File: config.mk
export PLATFORM = sky130hd
export DESIGN_NAME = pipelined_instr_decoder_flat
export DESIGN_NICKNAME = d
export VERILOG_FILES = /design/src/rtl/pipelined_instr_decoder_pkg.sv /design/src/rtl/pipelined_instr_decoder_if.sv /design/src/rtl/pipelined_instr_decoder_decode_fields.sv /design/src/rtl/pipelined_instr_decoder.sv /design/src/flat_wrapper.sv
export SDC_FILE = /design/constraint.sdc
export NUM_CORES = 1
export LEC_CHECK = 0
export BUFFER_PORTS_ARGS = -buffer_cell sky130_fd_sc_hd__buf_2
export CAP_MARGIN = 0
export CELL_PAD_IN_SITES_DETAIL_PLACEMENT = 0
export CELL_PAD_IN_SITES_GLOBAL_PLACEMENT = 2
export CORE_AREA = 2 2 102 104
export CTS_BUF_LIST = sky130_fd_sc_hd__clkbuf_16
export DETAILED_ROUTE_END_ITERATION = 6
export DIE_AREA = 0 0 104 106
export PLACE_DENSITY = 0.86
export SETUP_SLACK_MARGIN = 0.2
export SKIP_LAST_GASP = 1
export SLEW_MARGIN = 20
export SYNTH_ARGS = -nofsm -noshare
export SYNTH_HDL_FRONTEND = slang
export SYNTH_HIERARCHICAL = 1
export SYNTH_SLANG_ARGS = --single-unit
File: constraint.sdc
create_clock -name CLK -period 3.9 [get_ports CLK]
set_clock_uncertainty 0.1 [all_clocks]
set_input_delay 0.39 -clock CLK [delete_from_list [all_inputs] [get_ports CLK]]
set_output_delay 0.39 -clock CLK [all_outputs]
set_load 0.01 [all_outputs]
File: src/rtl/pipelined_instr_decoder_pkg.sv
// Shared definitions for the instruction decode stage.
//   - Opcode constants for the jump and branch instructions.
//   - FORMAT encodings driven on the decoded-fields bus.
//   - Bit positions of the register-address fields in the instruction word.
//   - Width helper for the flat decoded-fields bus that the decode and
//     holding registers pass around.
package pipelined_instr_decoder_pkg;

    localparam logic [7:0] OP_JUMP = 8'h06;
    localparam logic [7:0] OP_BEQ  = 8'h07;
    localparam logic [7:0] OP_BNE  = 8'h0C;

    typedef enum logic [1:0] {
        FMT_ALU    = 2'd0,
        FMT_JUMP   = 2'd1,
        FMT_BRANCH = 2'd2,
        FMT_RSVD   = 2'd3
    } format_e;

    localparam int RR1_LSB = 8;
    localparam int RR2_LSB = 0;
    localparam int WR_LSB  = 16;

    // Bus layout, MSB first:
    // {opcode, readreg1, readreg2, writereg, immediate, offset, format, branch_ne, illegal}
    function automatic int dec_bus_width(input int opw, input int rw,
                                         input int immw, input int offw);
        return opw + 3 * rw + immw + offw + 2 + 1 + 1;
    endfunction

endpackage

File: src/rtl/pipelined_instr_decoder_if.sv
// Handshake and decoded-field bundle between fetch, the decode stage and
// the register file / control consumer.
//   Fetch side   : IN_VALID, IN_READY, INSTRUCTION, FLUSH
//   Consumer side: OUT_VALID, OUT_READY, OPCODE, READREG1, READREG2, WRITEREG,
//                  IMMEDIATE, OFFSET, FORMAT, BRANCH_NE, ILLEGAL
// Modports:
//   slave  - the decode stage
//   master - whatever drives fetch and consumes the decoded fields
interface pipelined_instr_decoder_if #(
    parameter int INSTR_WIDTH    = 32,
    parameter int OPCODE_WIDTH   = 8,
    parameter int REG_ADDR_WIDTH = 3,
    parameter int IMM_WIDTH      = 8,
    parameter int OFFSET_WIDTH   = 8
) ();

    logic                      IN_VALID;
    logic                      IN_READY;
    logic [INSTR_WIDTH-1:0]    INSTRUCTION;
    logic                      FLUSH;

    logic                      OUT_VALID;
    logic                      OUT_READY;
    logic [OPCODE_WIDTH-1:0]   OPCODE;
    logic [REG_ADDR_WIDTH-1:0] READREG1;
    logic [REG_ADDR_WIDTH-1:0] READREG2;
    logic [REG_ADDR_WIDTH-1:0] WRITEREG;
    logic [IMM_WIDTH-1:0]      IMMEDIATE;
    logic [OFFSET_WIDTH-1:0]   OFFSET;
    logic [1:0]                FORMAT;
    logic                      BRANCH_NE;
    logic                      ILLEGAL;

    modport slave (
        input  IN_VALID, INSTRUCTION, FLUSH, OUT_READY,
        output IN_READY, OUT_VALID, OPCODE, READREG1, READREG2, WRITEREG,
               IMMEDIATE, OFFSET, FORMAT, BRANCH_NE, ILLEGAL
    );

    modport master (
        output IN_VALID, INSTRUCTION, FLUSH, OUT_READY,
        input  IN_READY, OUT_VALID, OPCODE, READREG1, READREG2, WRITEREG,
               IMMEDIATE, OFFSET, FORMAT, BRANCH_NE, ILLEGAL
    );

endinterface

File: src/rtl/pipelined_instr_decoder_decode_fields.sv
// Pure combinational split of one instruction word into its decoded fields.
//   instr_i  : instruction word
//   fields_o : flat decoded-fields bus (layout in the package)
// Fields that the instruction format does not use are forced to zero.
module decode_fields
    import pipelined_instr_decoder_pkg::*;
#(
    parameter int INSTR_WIDTH    = 32,
    parameter int OPCODE_WIDTH   = 8,
    parameter int REG_ADDR_WIDTH = 3,
    parameter int IMM_WIDTH      = 8,
    parameter int OFFSET_WIDTH   = 8,
    parameter int NUM_OPCODES    = 13,
    localparam int DEC_W = dec_bus_width(OPCODE_WIDTH, REG_ADDR_WIDTH, IMM_WIDTH, OFFSET_WIDTH)
) (
    input  logic [INSTR_WIDTH-1:0] instr_i,
    output logic [DEC_W-1:0]       fields_o
);

    logic [OPCODE_WIDTH-1:0]   opcode;
    logic [REG_ADDR_WIDTH-1:0] rr1;
    logic [REG_ADDR_WIDTH-1:0] rr2;
    logic [REG_ADDR_WIDTH-1:0] wr;
    logic [IMM_WIDTH-1:0]      imm;
    logic [OFFSET_WIDTH-1:0]   off;
    format_e                   fmt;
    logic                      bne;
    logic                      illegal;
    // Some instruction bits belong to no field; fold them here so the
    // unused-bit intent is explicit.
    logic                      unused_bits;

    assign opcode      = instr_i[INSTR_WIDTH-1 -: OPCODE_WIDTH];
    assign illegal     = $unsigned(32'(opcode)) >= $unsigned(32'(NUM_OPCODES));
    assign unused_bits = ^instr_i;

    always_comb begin
        rr1 = '0;
        rr2 = '0;
        wr  = '0;
        imm = '0;
        off = '0;
        fmt = FMT_ALU;
        bne = 1'b0;
        if (opcode == OPCODE_WIDTH'(OP_JUMP)) begin
            off = instr_i[INSTR_WIDTH-OPCODE_WIDTH-1 -: OFFSET_WIDTH];
            fmt = FMT_JUMP;
        end else if (opcode == OPCODE_WIDTH'(OP_BEQ) || opcode == OPCODE_WIDTH'(OP_BNE)) begin
            off = instr_i[INSTR_WIDTH-OPCODE_WIDTH-1 -: OFFSET_WIDTH];
            rr1 = instr_i[RR1_LSB +: REG_ADDR_WIDTH];
            rr2 = instr_i[RR2_LSB +: REG_ADDR_WIDTH];
            fmt = FMT_BRANCH;
            bne = (opcode == OPCODE_WIDTH'(OP_BNE));
        end else begin
            // Illegal opcodes also land here and decode as ALU/imm/mem.
            imm = instr_i[IMM_WIDTH-1:0];
            rr1 = instr_i[RR1_LSB +: REG_ADDR_WIDTH];
            rr2 = instr_i[RR2_LSB +: REG_ADDR_WIDTH];
            wr  = instr_i[WR_LSB +: REG_ADDR_WIDTH];
        end
    end

    assign fields_o = {opcode, rr1, rr2, wr, imm, off, fmt, bne, illegal};

endmodule

File: src/rtl/pipelined_instr_decoder.sv
// Registered instruction decode stage with a 2-entry skid buffer.
//   CLK   : clock, rising edge
//   RESET : asynchronous, active-low reset
//   bus   : slave view of the fetch/consumer handshake and decoded fields
// The word is decoded on the input side; the stage holds an output entry and
// a skid entry. IN_READY is registered so it never depends on OUT_READY in the
// same cycle; the skid entry absorbs the one word accepted during a stall.
module pipelined_instr_decoder
    import pipelined_instr_decoder_pkg::*;
#(
    parameter int INSTR_WIDTH    = 32,
    parameter int OPCODE_WIDTH   = 8,
    parameter int REG_ADDR_WIDTH = 3,
    parameter int IMM_WIDTH      = 8,
    parameter int OFFSET_WIDTH   = 8,
    parameter int NUM_OPCODES    = 13
) (
    input  logic                     CLK,
    input  logic                     RESET,
    pipelined_instr_decoder_if.slave bus
);

    localparam int DEC_W = dec_bus_width(OPCODE_WIDTH, REG_ADDR_WIDTH, IMM_WIDTH, OFFSET_WIDTH);

    localparam logic [1:0] ST_EMPTY = 2'd0;
    localparam logic [1:0] ST_ONE   = 2'd1;
    localparam logic [1:0] ST_FULL  = 2'd2;

    logic [DEC_W-1:0] dec_fields;
    logic [DEC_W-1:0] out_q, out_d;
    logic [DEC_W-1:0] skid_q, skid_d;
    logic [1:0]       state_q, state_d;
    logic             in_ready_q, in_ready_d;
    logic             accept;
    logic             drain;

    decode_fields #(
        .INSTR_WIDTH   (INSTR_WIDTH),
        .OPCODE_WIDTH  (OPCODE_WIDTH),
        .REG_ADDR_WIDTH(REG_ADDR_WIDTH),
        .IMM_WIDTH     (IMM_WIDTH),
        .OFFSET_WIDTH  (OFFSET_WIDTH),
        .NUM_OPCODES   (NUM_OPCODES)
    ) u_decode_fields (
        .instr_i (bus.INSTRUCTION),
        .fields_o(dec_fields)
    );

    assign accept = bus.IN_VALID && in_ready_q;
    assign drain  = (state_q != ST_EMPTY) && bus.OUT_READY;

    always_comb begin
        state_d = state_q;
        out_d   = out_q;
        skid_d  = skid_q;
        if (bus.FLUSH) begin
            // Flush wins over accept and drain alike.
            state_d = ST_EMPTY;
        end else begin
            case (state_q)
                ST_EMPTY: begin
                    if (accept) begin
                        out_d   = dec_fields;
                        state_d = ST_ONE;
                    end
                end
                ST_ONE: begin
                    if (accept && drain) begin
                        out_d = dec_fields;
                    end else if (accept) begin
                        skid_d  = dec_fields;
                        state_d = ST_FULL;
                    end else if (drain) begin
                        state_d = ST_EMPTY;
                    end
                end
                ST_FULL: begin
                    // IN_READY is low here, so only a drain can move us.
                    if (drain) begin
                        out_d   = skid_q;
                        state_d = ST_ONE;
                    end
                end
                default: state_d = ST_EMPTY;
            endcase
        end
        in_ready_d = (state_d != ST_FULL);
    end

    always_ff @(posedge CLK or negedge RESET) begin
        if (!RESET) begin
            state_q    <= ST_EMPTY;
            in_ready_q <= 1'b0;
            out_q      <= '0;
            skid_q     <= '0;
        end else begin
            state_q    <= state_d;
            in_ready_q <= in_ready_d;
            out_q      <= out_d;
            skid_q     <= skid_d;
        end
    end

    assign bus.IN_READY  = in_ready_q;
    assign bus.OUT_VALID = (state_q != ST_EMPTY);
    assign {bus.OPCODE, bus.READREG1, bus.READREG2, bus.WRITEREG,
            bus.IMMEDIATE, bus.OFFSET, bus.FORMAT, bus.BRANCH_NE, bus.ILLEGAL} = out_q;

endmodule

File: src/flat_wrapper.sv
// flat-port wrapper written by rule: the top's interface ports become plain ports
module pipelined_instr_decoder_flat import pipelined_instr_decoder_pkg::*;
#(
    parameter int INSTR_WIDTH    = 32,
    parameter int OPCODE_WIDTH   = 8,
    parameter int REG_ADDR_WIDTH = 3,
    parameter int IMM_WIDTH      = 8,
    parameter int OFFSET_WIDTH   = 8,
    parameter int NUM_OPCODES    = 13
)
  (CLK, RESET, bus_IN_VALID, bus_INSTRUCTION, bus_FLUSH, bus_OUT_READY, bus_IN_READY, bus_OUT_VALID, bus_OPCODE, bus_READREG1, bus_READREG2, bus_WRITEREG, bus_IMMEDIATE, bus_OFFSET, bus_FORMAT, bus_BRANCH_NE, bus_ILLEGAL);
  pipelined_instr_decoder_if #(.INSTR_WIDTH(INSTR_WIDTH), .OPCODE_WIDTH(OPCODE_WIDTH), .REG_ADDR_WIDTH(REG_ADDR_WIDTH), .IMM_WIDTH(IMM_WIDTH), .OFFSET_WIDTH(OFFSET_WIDTH)) bus_i ();
  input  logic CLK;
  input  logic RESET;
  input wire logic [$bits(bus_i.IN_VALID)-1:0] bus_IN_VALID;
  input wire logic [$bits(bus_i.INSTRUCTION)-1:0] bus_INSTRUCTION;
  input wire logic [$bits(bus_i.FLUSH)-1:0] bus_FLUSH;
  input wire logic [$bits(bus_i.OUT_READY)-1:0] bus_OUT_READY;
  output wire logic [$bits(bus_i.IN_READY)-1:0] bus_IN_READY;
  output wire logic [$bits(bus_i.OUT_VALID)-1:0] bus_OUT_VALID;
  output wire logic [$bits(bus_i.OPCODE)-1:0] bus_OPCODE;
  output wire logic [$bits(bus_i.READREG1)-1:0] bus_READREG1;
  output wire logic [$bits(bus_i.READREG2)-1:0] bus_READREG2;
  output wire logic [$bits(bus_i.WRITEREG)-1:0] bus_WRITEREG;
  output wire logic [$bits(bus_i.IMMEDIATE)-1:0] bus_IMMEDIATE;
  output wire logic [$bits(bus_i.OFFSET)-1:0] bus_OFFSET;
  output wire logic [$bits(bus_i.FORMAT)-1:0] bus_FORMAT;
  output wire logic [$bits(bus_i.BRANCH_NE)-1:0] bus_BRANCH_NE;
  output wire logic [$bits(bus_i.ILLEGAL)-1:0] bus_ILLEGAL;
  assign bus_i.IN_VALID = bus_IN_VALID;
  assign bus_i.INSTRUCTION = bus_INSTRUCTION;
  assign bus_i.FLUSH = bus_FLUSH;
  assign bus_i.OUT_READY = bus_OUT_READY;
  assign bus_IN_READY = bus_i.IN_READY;
  assign bus_OUT_VALID = bus_i.OUT_VALID;
  assign bus_OPCODE = bus_i.OPCODE;
  assign bus_READREG1 = bus_i.READREG1;
  assign bus_READREG2 = bus_i.READREG2;
  assign bus_WRITEREG = bus_i.WRITEREG;
  assign bus_IMMEDIATE = bus_i.IMMEDIATE;
  assign bus_OFFSET = bus_i.OFFSET;
  assign bus_FORMAT = bus_i.FORMAT;
  assign bus_BRANCH_NE = bus_i.BRANCH_NE;
  assign bus_ILLEGAL = bus_i.ILLEGAL;
  pipelined_instr_decoder #(.INSTR_WIDTH(INSTR_WIDTH), .OPCODE_WIDTH(OPCODE_WIDTH), .REG_ADDR_WIDTH(REG_ADDR_WIDTH), .IMM_WIDTH(IMM_WIDTH), .OFFSET_WIDTH(OFFSET_WIDTH), .NUM_OPCODES(NUM_OPCODES)) u_core (.CLK(CLK), .RESET(RESET), .bus(bus_i));
endmodule
---- After elaboration in Yosys (flattened, before gate mapping) ----
Index checks and enable logic that the tools add are counted.
storage, ports and cells
  memories ................................ 0
  bits in latches ......................... 0
  bits in read-only memories .............. 0
  RAM bits ................................ 0
  bits in registers ....................... 77
cells by class
  add/subtract/negate cells ............... 0
  mux-type cells .......................... 23
  bitwise operators ....................... 2
  eq/ne operators ......................... 9
  div/mod/pow operators ................... 0
  $mul .................................... 0
  reduce and logical (&&, ||, !) cells .... 9
  order comparisons ....................... 1
  shift operators ......................... 0
operators with widths
  cell                number
  $mux 37             3
  $pmux 37 s3         1
  $mux 8              4
  $eq 8x3->1 const B  2
  $mux 2              8
  $mux 3              4
  $eq 8x4->1 const B  1
  $ge 8x4->1 const B  1
  $ne 2x1->1 const B  3
  $pmux 2 s3          1
  $reduce_and 5->1    1
  $reduce_and 4->1    1
  $logic_and 1x1->1   3
  $reduce_bool 3->1   1
  $eq 2x1->1 const B  1
  $eq 2x2->1 const B  1
  $logic_not 2->1     1
  $mux 1              2
  $ne 2x2->1 const B  1
  $not 1->1           2
  $reduce_bool 2->1   1
  $logic_or 1x1->1    1

---- Depth between registers and ports, before layout ----
Gate-level depths: netlist of the first run.
  word-level depth ........................ 8
  gate-level depth with buffers ........... 6

---- Modules after synthesis ----
Netlist of the first run, hierarchy kept.
by module, submodules not included
  module                   sequential area each (µm²)  cells each  instances  area an instance (µm²)
  pipelined_instr_decoder  1926.8                      256         1          3310.7
  decode_fields            0.0                         58          1          361.6

---- Least setup slack after synthesis of the first run ----
No wires, ideal clock.
  path kind ............................... input -> register
  from .................................... in bus_OUT_READY
  to ...................................... reg u_core.skid_q[17]
  setup slack ............................. 2.040 ns
  stages on the path ...................... 5
  path buffers ............................ 2
  arrival time ............................ 1.635 ns
  cell sequence ........................... and2b_1 -> or4b_4 -> buf_6 -> buf_6 -> mux2_4
on the way
  word-level cells in the longest chain between the ends .. 4
RTL lines
  element                     line                            text
  from (decl)                 flat_wrapper.sv:18              input wire logic [$bits(bus_i.OUT_READY)-1:0] bus_OUT_READY;
  $logic_and 1x1->1           pipelined_instr_decoder.sv:50   assign drain = (state_q != ST_EMPTY) && bus.OUT_READY;
  $logic_and 1x1->1           pipelined_instr_decoder.sv:68   if (accept && drain) begin
  $not 1->1 (no line)         n/a
  $reduce_and 4->1 (no line)  n/a
  to (signal assigned)        pipelined_instr_decoder.sv:100  skid_q <= skid_d;
  to (decl)                   pipelined_instr_decoder.sv:31   logic [DEC_W-1:0] skid_q, skid_d;
No other way between the ends.
A chain may end at the register's enable or synchronous reset.

---- Final worst setup path of the first run ----
  from .................................... reg u_core.state_q[0]
  to ...................................... reg u_core.out_q[33]
on the way
  word-level cells in the longest chain between the ends .. 5
  elaborated cells between the ends (all ways) .. 12
  those cells by class .................... eq/ne (5); mux (1); reduce/logical (6)
RTL lines
  element                     line                           text
  from (decl)                 pipelined_instr_decoder.sv:32  logic [1:0] state_q, state_d;
  from (signal assigned)      pipelined_instr_decoder.sv:97  state_q <= state_d;
  $reduce_bool 2->1           pipelined_instr_decoder.sv:50
  $logic_and 1x1->1           pipelined_instr_decoder.sv:50
  $logic_and 1x1->1           pipelined_instr_decoder.sv:68
  $ne 2x1->1 (no line)        n/a
  $reduce_and 5->1 (no line)  n/a
  to (signal assigned)        pipelined_instr_decoder.sv:99  out_q <= out_d;
  to (decl)                   pipelined_instr_decoder.sv:30  logic [DEC_W-1:0] out_q, out_d;
Parallel ways exist; a longest one is shown, timed or not.

==> summary.md, run 1 <==
| Metric | Value |
|---|---|
| Synth Register Bits | 77 |
| Cell count after synthesis | 314 |
| Port bufs | 70 |
| Placement Setup Slack | 1628 ps |
| Initial Utilization | 36.72% |
| YS warnings | 6 |
| Slew Limit Fails | 0 |
| Cell Rows | 37 |
| Htree depth | 3 |
| TritonRoute pass-1 iters | 4 |
| N_diodes | 0 |
| CTS Root Cell | clkbuf_16 |
| Worst-Margin Slew | 760.7 ps |
| Final min period | 2191 ps |
| Distinct cells, synth | 30 |
| Vias in the first global route | 2393 |
| Core Area | 10000 µm² |
| Remaining routing DRC violations | 0 |
| Hold Path Class | in -> async |
| Worst path required time | 4000 ps |
| Die Width | 104 µm |
| TNS Setup | 0 ps |
| Max_slew headroom | 49.29% |
| Post-CTS Setup Inserts | 0 |
| Hold Buf Count CTS | 0 |
| Largest net degree at the start of global routing | 78 |
| Post-cts sizing count | 0 |
| Via density | 4.620 |
| Non-Filler Instances | 511 |
| Initial antenna violation count | 0 |
| Fmax | 456.3 MHz |
| Die Area | 11020 µm² |
| Share of cells above drive strength 1 | 36.00% |
| Total of max-cap violations | 0 |
| Ys async rst share | 100.0% |
| Syn_nets | 351 |
| Top-area cell type share of the netlist area | 52.47% |
| Crit-path max FO | 45 |
| Post-DP HPWL | 4634 µm |
| Area of the mapped netlist | 3672 µm² |
| TritonCTS buffer count | 9 |
| RSZ-0062 raised after global routing | false |
| Placed cell count | 495 |
| R2R Setup Slk | 1710 ps |
| Detail Route Antenna Nets | 0 |
| Status | finished with violations |
| Worst-Skew Late Latency | 330 ps |
| GRT Residual Overflow | 0 |
| Top-Level Pins | 76 |
| Met1 usage in global routing | 18.63% |
| Crit Path Category | reg -> reg |
| Area delta synth->final | 18.77% |
| Arr. time, crit path | 2290 ps |
| Initial DRC Count | 101 |
| Power Dens Cells | 512.9 nW/µm² |
| Wire per inst | 14.31 µm |
| DRT Wirelength | 7313 µm |
| CTS clk-pin slew, worst paths | 60 ps |
| Area leader, netlist | dfrtp_1 |
| TritonCTS clock tree | yes |
| Nets@finish | 407 |
| Avg Cell Area, Syn | 11.70 µm² |
| Met3 Use GR | 2.698% |
| Leakage | 2.101 nW |
| Die Y-Extent | 106 µm |
| Nature of the critical path endpoint | flip-flop |
| CP startpoint kind | flip-flop |
| Number of enable flip-flop cells after synthesis | 0 |
| Post-layout worst setup margin | 1709 ps |
| GRT Total Usage | 14.01% |
| Top cells by area, synth | dfrtp_1, mux2i_1, mux2_4, mux2_2, o21ai_0 |
| Final Hold Fails | 6 |
| GPL Wtd Cong | 0.7395 |
| CTS sink cnt | 77 |
| CTS max path bufs | 2 |
| Busiest metal layer after global routing | met2 |
| GRT met2 Usage | 22.13% |
| Most frequent cells after synthesis | dfrtp_1, nand2_1, mux2i_1 |
| Hold_ws | -10.00 ps |
| Via Count | 2361 |
| Peak VDD IR | 0.0001855 V |
| # setup viols final | 0 |
| Most common cell in the synthesized netlist | dfrtp_1 |
| Primary FF master, synth | dfrtp_1 |
| Seq/Total Area, Yosys | 52.47% |
| First-pass GRT wire length | 12130 µm |
| Final Cycle Share | 56.19% |
| Failing checks | negative hold slack |
flip-flops by register name, indices dropped and copies added (netlist names):
signal / cells
u_core/skid_q: 37
u_core/out_q: 37
u_core/state_q: 2
u_core/bus.IN_READY: 1
placed cells by master, fill, tap and decap left out, drive strengths merged, types with 2 or more instances in the layout:
cell type and instances:
mux2 37, nor2b 2, nand2 43, mux2i 38, o21ai 38, bufinv 2
clkbuf 9, clkinv 3, buf 72, nor2 11, dfrtp 77, and2 17
inv 11
stage by stage:
step / utilization, % / area, µm² / power [mW]
floorplan: - / 3672 / 1.248
global placement: 40.44 / 4044 / 1.364
detailed placement: 40.44 / 4044 / 1.381
CTS: 43.58 / 4358 / 2.268
global route: 43.62 / 4362 / 2.349
finish: 43.62 / 4362 / 2.237
where the power goes:
| group | internal [mW] | switching (mW) | leakage (nW) |
|---|---|---|---|
| Combinational | 0.191 | 0.158 | 0.967 |
| Sequential | 0.938 | 0.0733 | 0.983 |
| Clock | 0.557 | 0.320 | 0.151 |
| Total | 1.69 | 0.551 | 2.10 |
path summary, 6_finish.rpt:
| path | start | to | cells past startpoint |
|---|---|---|---|
| min | RESET | u_core/state_q[1] | 1 |
| max | u_core/state_q[0] | u_core/out_q[33] | 5 |
| min in group CLK | bus_FLUSH | u_core/state_q[0] | 2 |
| max reg2reg | u_core/state_q[0] | u_core/out_q[33] | 5 |
| max in group asynchronous | RESET | u_core/out_q[26] | 1 |
| min reg2reg | u_core/out_q[28] | u_core/out_q[28] | 2 |
per-layer routing:
layer | vias to the layer above | part of all wire, % | wire length (µm)
met5 | - | 0 | 0
li1 | 1164 | - | -
met2 | 42 | 48 | 3475
met1 | 1145 | 48 | 3495
met3 | 10 | 3.2 | 236
met4 | 0 | 1.5 | 107
logic make-up (layout without fill, tap and decap cells):
family | Yosys count | count (layout) | synth area share (%)
flops | 77 | 77 | 52.47
simple gates | 81 | 81 | 11.21
mux | 75 | 75 | 23.65
compound gates | 44 | 44 | 6.882
buf+inv | 37 | 98 | 5.792
critical path: stages, from the launching register on:
cell and delay [ps]:
dfrtp_1 450, and2b_1 210, o41a_2 760, buf_4 360
nand2_1 100, o21ai_0 80
layout make-up:
class | instances | area, µm²
Clock buffer | 9 | 225.2
Timing Repair Buffer | 72 | 371.6
Tap cell | 136 | 170.2
Fill cell | 1001 | 5638
Inverter | 10 | 37.54
Clock inverter | 7 | 88.84
Multi-Input combinational cell | 200 | 1541
Sequential cell | 77 | 1927
(Power assumes the default switching activity.)
==> run 2, diff against run 1 <==
CORE_AREA = 2 2 106 108   (was 2 2 102 104)
DIE_AREA = 0 0 108 110   (was 0 0 104 106)
PLACE_DENSITY = 0.81   (was 0.86)
clock period = 2.25 ns   (was 3.9 ns; I/O delays follow)
==> summary.md, run 2 (synthesis gave the netlist of run 1 again) <==
| Metric | Value |
|---|---|
| Status | complete, no violations |
| Final Util | 41.78% |
| Final Hold Fails | 0 |
| Initial DRC Count | 53 |
| Post-DP HPWL | 4987 µm |
| Finished Cell Area | 4469 µm² |
| Die Area | 11880 µm² |
| GRT Total Usage | 13.65% |
| Nets@finish | 414 |
| Initial Utilization | 34.33% |
| Final min period | 1951 ps |
| Initial antenna violation count | 0 |
| Remaining routing DRC violations | 0 |
| Wire per inst | 14.64 µm |
| Non-Filler Instances | 522 |
| Leakage | 2.156 nW |
| Post-layout worst setup margin | 299.3 ps |
| TritonRoute pass-1 iters | 4 |
| First-pass GRT wire length | 12400 µm |
| Top-Level Pins | 76 |
| Fmax | 512.6 MHz |
| Worst path required time | 2340 ps |
| Hold Path Class | in -> reg |
| CTS max path bufs | 2 |
| # setup viols final | 0 |
| Cell Rows | 38 |
| DRT Wirelength | 7642 µm |
| Final Cycle Share | 86.70% |
| Slew Limit Fails | 0 |
| Placed cell count | 505 |
| Placement Setup Slack | 294.5 ps |
| Top Registers | u_core/out_q: 37 flops, u_core/skid_q: 37 flops, u_core/state_q: 2 flops |
| Worst-Skew Late Latency | 320 ps |
| Nature of the critical path endpoint | flip-flop |
| Core Area | 10700 µm² |
| Hold Buf Count CTS | 1 |
| Area delta synth->final | 21.70% |
| Htree depth | 3 |
| Crit Path Category | reg -> reg |
| CP startpoint kind | flip-flop |
| Worst-Margin Slew | 570.7 ps |
| Vias in the first global route | 2432 |
| Largest net degree at the start of global routing | 59 |
| RSZ-0062 raised after global routing | false |
| CTS Root Cell | clkbuf_16 |
| Via Count | 2367 |
| TritonCTS clock tree | yes |
| Worst Hold Path Cells | 2 |
| Share of cells above drive strength 1 | 37.17% |
| Sequential cell area | 1927 µm² |
| Post-CTS Setup Inserts | 0 |
| Overall power | 4.013 mW |
| Arr. time, crit path | 2040 ps |
| GRT Residual Overflow | 0 |
| GPL Wtd Cong | 0.7412 |
| Power Dens Cells | 898.0 nW/µm² |
| Commonest non-fill, non-tap cell in the layout | dfrtp_1 |
| Most frequent cells in the layout | dfrtp_1, buf_2, nand2_1 |
| Port bufs | 70 |
| N_diodes | 0 |
| Crit-path max FO | 58 |
| Peak VDD IR | 0.0003919 V |
| Hold_ws | 20.92 ps |
| TritonCTS buffer count | 9 |
| R2r worst-path depth | 5 |
| Max_slew headroom | 61.77% |
| Footprint of the multi-input gates | 1541 µm² |
| Via density | 4.534 |
| TNS Setup | 0 ps |
| Detail Route Antenna Nets | 0 |
| DP Area | 4119 µm² |
| CTS sink cnt | 77 |
| Die Width | 108 µm |
| Die Y-Extent | 110 µm |
| CTS clk-pin slew, worst paths | 60 ps |
| Total of max-cap violations | 0 |
| Post-cts sizing count | 0 |
| # fillers | 1061 |
[run 2: cell types whose count changed in the layout (fill, tap and decap cells not counted), sizes merged]
cell	previous run	this run
buf	72	78
bufinv	2	3
clkinv	3	2
dlygate4sd3	0	1
[run 2: routing by layer]
metal	vias to the layer above	share of wire, %	track usage (%)
met1	1139	47	18.03
met4	0	1.5	4.121
li1	1177	-	-
met5	-	0	0
met3	8	4.6	3.939
met2	43	47	21.83
[run 2: power by group]
| group | internal, mW | switching, mW | leakage [nW] | total [mW] |
|---|---|---|---|---|
| registers | 1.63 | 0.129 | 0.983 | 1.76 |
| clock network | 1.08 | 0.561 | 0.167 | 1.64 |
| logic | 0.340 | 0.277 | 1.01 | 0.617 |
[run 2: final cells by class]
type / count / area share (%)
Sequential cell: 77 / 43.11
Multi-Input combinational cell: 200 / 34.49
Timing Repair Buffer: 79 / 10.02
Clock buffer: 9 / 5.039
Tap cell: 140 / 3.919
Clock inverter: 7 / 2.576
Inverter: 10 / 0.8399
[run 2: worst max-delay path, cell delays in order, from the launching register on]
cell and delay, ps:
dfrtp_1 440, and2b_1 220, o41a_2 600, buf_12 250
nand2_1 90, o21ai_0 90
[run 2: final timing paths]
path	startpoint	end	slack [ps]
setup / recovery	u_core/state_q[0]	u_core/out_q[1]	300
hold / removal	bus_FLUSH	u_core/state_q[0]	20
setup reg to reg	u_core/state_q[0]	u_core/out_q[1]	300
hold reg to reg	u_core/out_q[27]	u_core/out_q[27]	370
max in group asynchronous	RESET	u_core/skid_q[36]	1050
min in group asynchronous	RESET	u_core/bus.IN_READY	340
==> run 3, diff against run 2 <==
CELL_PAD_IN_SITES_DETAIL_PLACEMENT = unset   (was 0)
CELL_PAD_IN_SITES_GLOBAL_PLACEMENT = unset   (was 2)
CORE_AREA = 2 2 85 87   (was 2 2 106 108)
DIE_AREA = 0 0 87 89   (was 0 0 108 110)
PLACE_DENSITY = 0.83   (was 0.81)
==> summary.md, run 3 (synthesis gave the netlist of run 1 again) <==
| Metric | Value |
|---|---|
| Status | complete, no violations |
| Post-DP HPWL | 4694 µm |
| Initial Utilization | 54.66% |
| TNS Setup | 0 ps |
| Initial antenna violation count | 0 |
| First-pass GRT wire length | 11870 µm |
| R2R Setup Slk | 270 ps |
| Top Registers | u_core/out_q: 37 flops, u_core/skid_q: 37 flops, u_core/state_q: 2 flops |
| Die Width | 87 µm |
| Worst path required time | 2360 ps |
| Core Area | 6719 µm² |
| Worst Hold Path Cells | 2 |
| Area delta synth->final | 19.32% |
| Final Hold Fails | 0 |
| Total of max-cap violations | 0 |
| Share of cells above drive strength 1 | 37.17% |
| Cell Rows | 30 |
| Power Dens Cells | 914.9 nW/µm² |
| Worst-Skew Late Latency | 330 ps |
| Via density | 5.210 |
| Arr. time, crit path | 2090 ps |
| Port bufs | 70 |
| CP startpoint kind | flip-flop |
| Max_slew headroom | 59.13% |
| DRT Wirelength | 7247 µm |
| Sequential cell area | 1927 µm² |
| Reg-to-Reg End | u_core/skid_q[25] |
| Slew Limit Fails | 0 |
| Largest net degree at the start of global routing | 57 |
| Post-CTS Setup Inserts | 0 |
| Via Count | 2407 |
| Worst-Margin Slew | 613.0 ps |
| Die Area | 7743 µm² |
| Commonest non-fill, non-tap cell in the layout | dfrtp_1 |
| Footprint of the multi-input gates | 1541 µm² |
| TritonCTS buffer count | 9 |
| Crit-path max FO | 25 |
| Top-Level Pins | 76 |
| Final min period | 1978 ps |
| Hold_ws | 15.62 ps |
| RSZ-0062 raised after global routing | false |
| Hold Crit Start | bus_FLUSH |
| CTS sink cnt | 77 |
| Fmax | 505.4 MHz |
| Nature of the critical path endpoint | flip-flop |
| # fillers | 490 |
| Crit Reg-Reg Startpoint | u_core/state_q[0] |
| N_diodes | 0 |
| # setup viols final | 0 |
| CTS Root Cell | clkbuf_16 |
| Hold Path Class | in -> reg |
| Nets@finish | 414 |
| Initial DRC Count | 99 |
| Peak VDD IR | 0.0004956 V |
| GRT Total Usage | 20.21% |
| Hold EP | u_core/state_q[0] |
| Htree depth | 3 |
| CTS clk-pin slew, worst paths | 60 ps |
| Detail Route Antenna Nets | 0 |
| Vias in the first global route | 2439 |
| Remaining routing DRC violations | 0 |
| Leakage | 2.150 nW |
| R2r worst-path depth | 4 |
| Final Cycle Share | 87.93% |
| TritonRoute pass-1 iters | 4 |
| Most frequent cells in the layout | dfrtp_1, buf_2, nand2_1 |
| GRT Residual Overflow | 0 |
| Wire per inst | 15.69 µm |
| CTS max path bufs | 2 |
| Die Y-Extent | 89 µm |
| Crit Path Category | reg -> reg |
| TritonCTS clock tree | yes |
| GPL Wtd Cong | 0.7694 |
run 3: cell count changes in the layout (fill, tap and decap cells not counted):
| cell | before | now |
|---|---|---|
| buf_4 | 7 | 8 |
| buf_12 | 2 | 1 |
run 3: worst max path at each step:
stage | start | to | slack (ps) | cells past startpoint
floorplan | u_core/bus.IN_READY | u_core/skid_q[17] | 430 | 5
global placement | bus_INSTRUCTION[29] | u_core/skid_q[24] | 330 | 5
detailed placement | bus_INSTRUCTION[29] | u_core/out_q[23] | 250 | 6
CTS | u_core/state_q[0] | u_core/skid_q[29] | 260 | 4
global route | u_core/state_q[0] | u_core/skid_q[24] | 220 | 4
finish | u_core/state_q[0] | u_core/skid_q[25] | 270 | 4
run 3: per-stage QoR:
stage | instance area [µm²] | util (%) | worst slack [ps] | std cells | total power, mW
3_3_place_gp | 4031 | 60.00 | 325.9 | 445 | 2.361
3_5_place_dp | 4031 | 60.00 | 250.9 | 445 | 2.401
5_1_grt | 4382 | 65.21 | 224.8 | 462 | 4.192
6_report | 4382 | 65.21 | 271.5 | 462 | 4.009
4_1_cts | 4382 | 65.21 | 264.3 | 462 | 4.045
2_1_floorplan | 3672 | - | 425.6 | 314 | 2.163
run 3: metal layers:
layer | share of wire, % | up-vias | track usage [%]
li1 | - | 1193 | -
met5 | 0 | - | 0
met3 | 2.3 | 9 | 2.862
met4 | 2.0 | 0 | 9.801
met1 | 44 | 1164 | 25.48
met2 | 52 | 41 | 34.42
run 3: report_power, final:
part | internal, mW | switching (mW) | total (mW)
registers | 1.63 | 0.136 | 1.76
logic | 0.338 | 0.280 | 0.617
clock network | 1.08 | 0.549 | 1.63
total | 3.04 | 0.965 | 4.01
run 3: repair_timing:
item | in CTS | in global routing
resized for setup | 0 | 0
endpoints found under the hold margin | 47 | 0
hold buffers | 1 | 0
run 3: cell type report:
class / count / share of cell area (%)
clock buffers: 9 / 5.140
flip-flops and latches: 77 / 43.97
repair buffers: 79 / 9.937
multi-input cells: 200 / 35.18
inverters: 10 / 0.8567
clock inverters: 7 / 2.627
well taps: 80 / 2.284
run 3: worst max-delay path, stage by stage, from the launching register on:
cell and delay [ps]:
dfrtp_1 440, and2b_1 200, or4b_4 480, buf_4 290, mux2_4 340
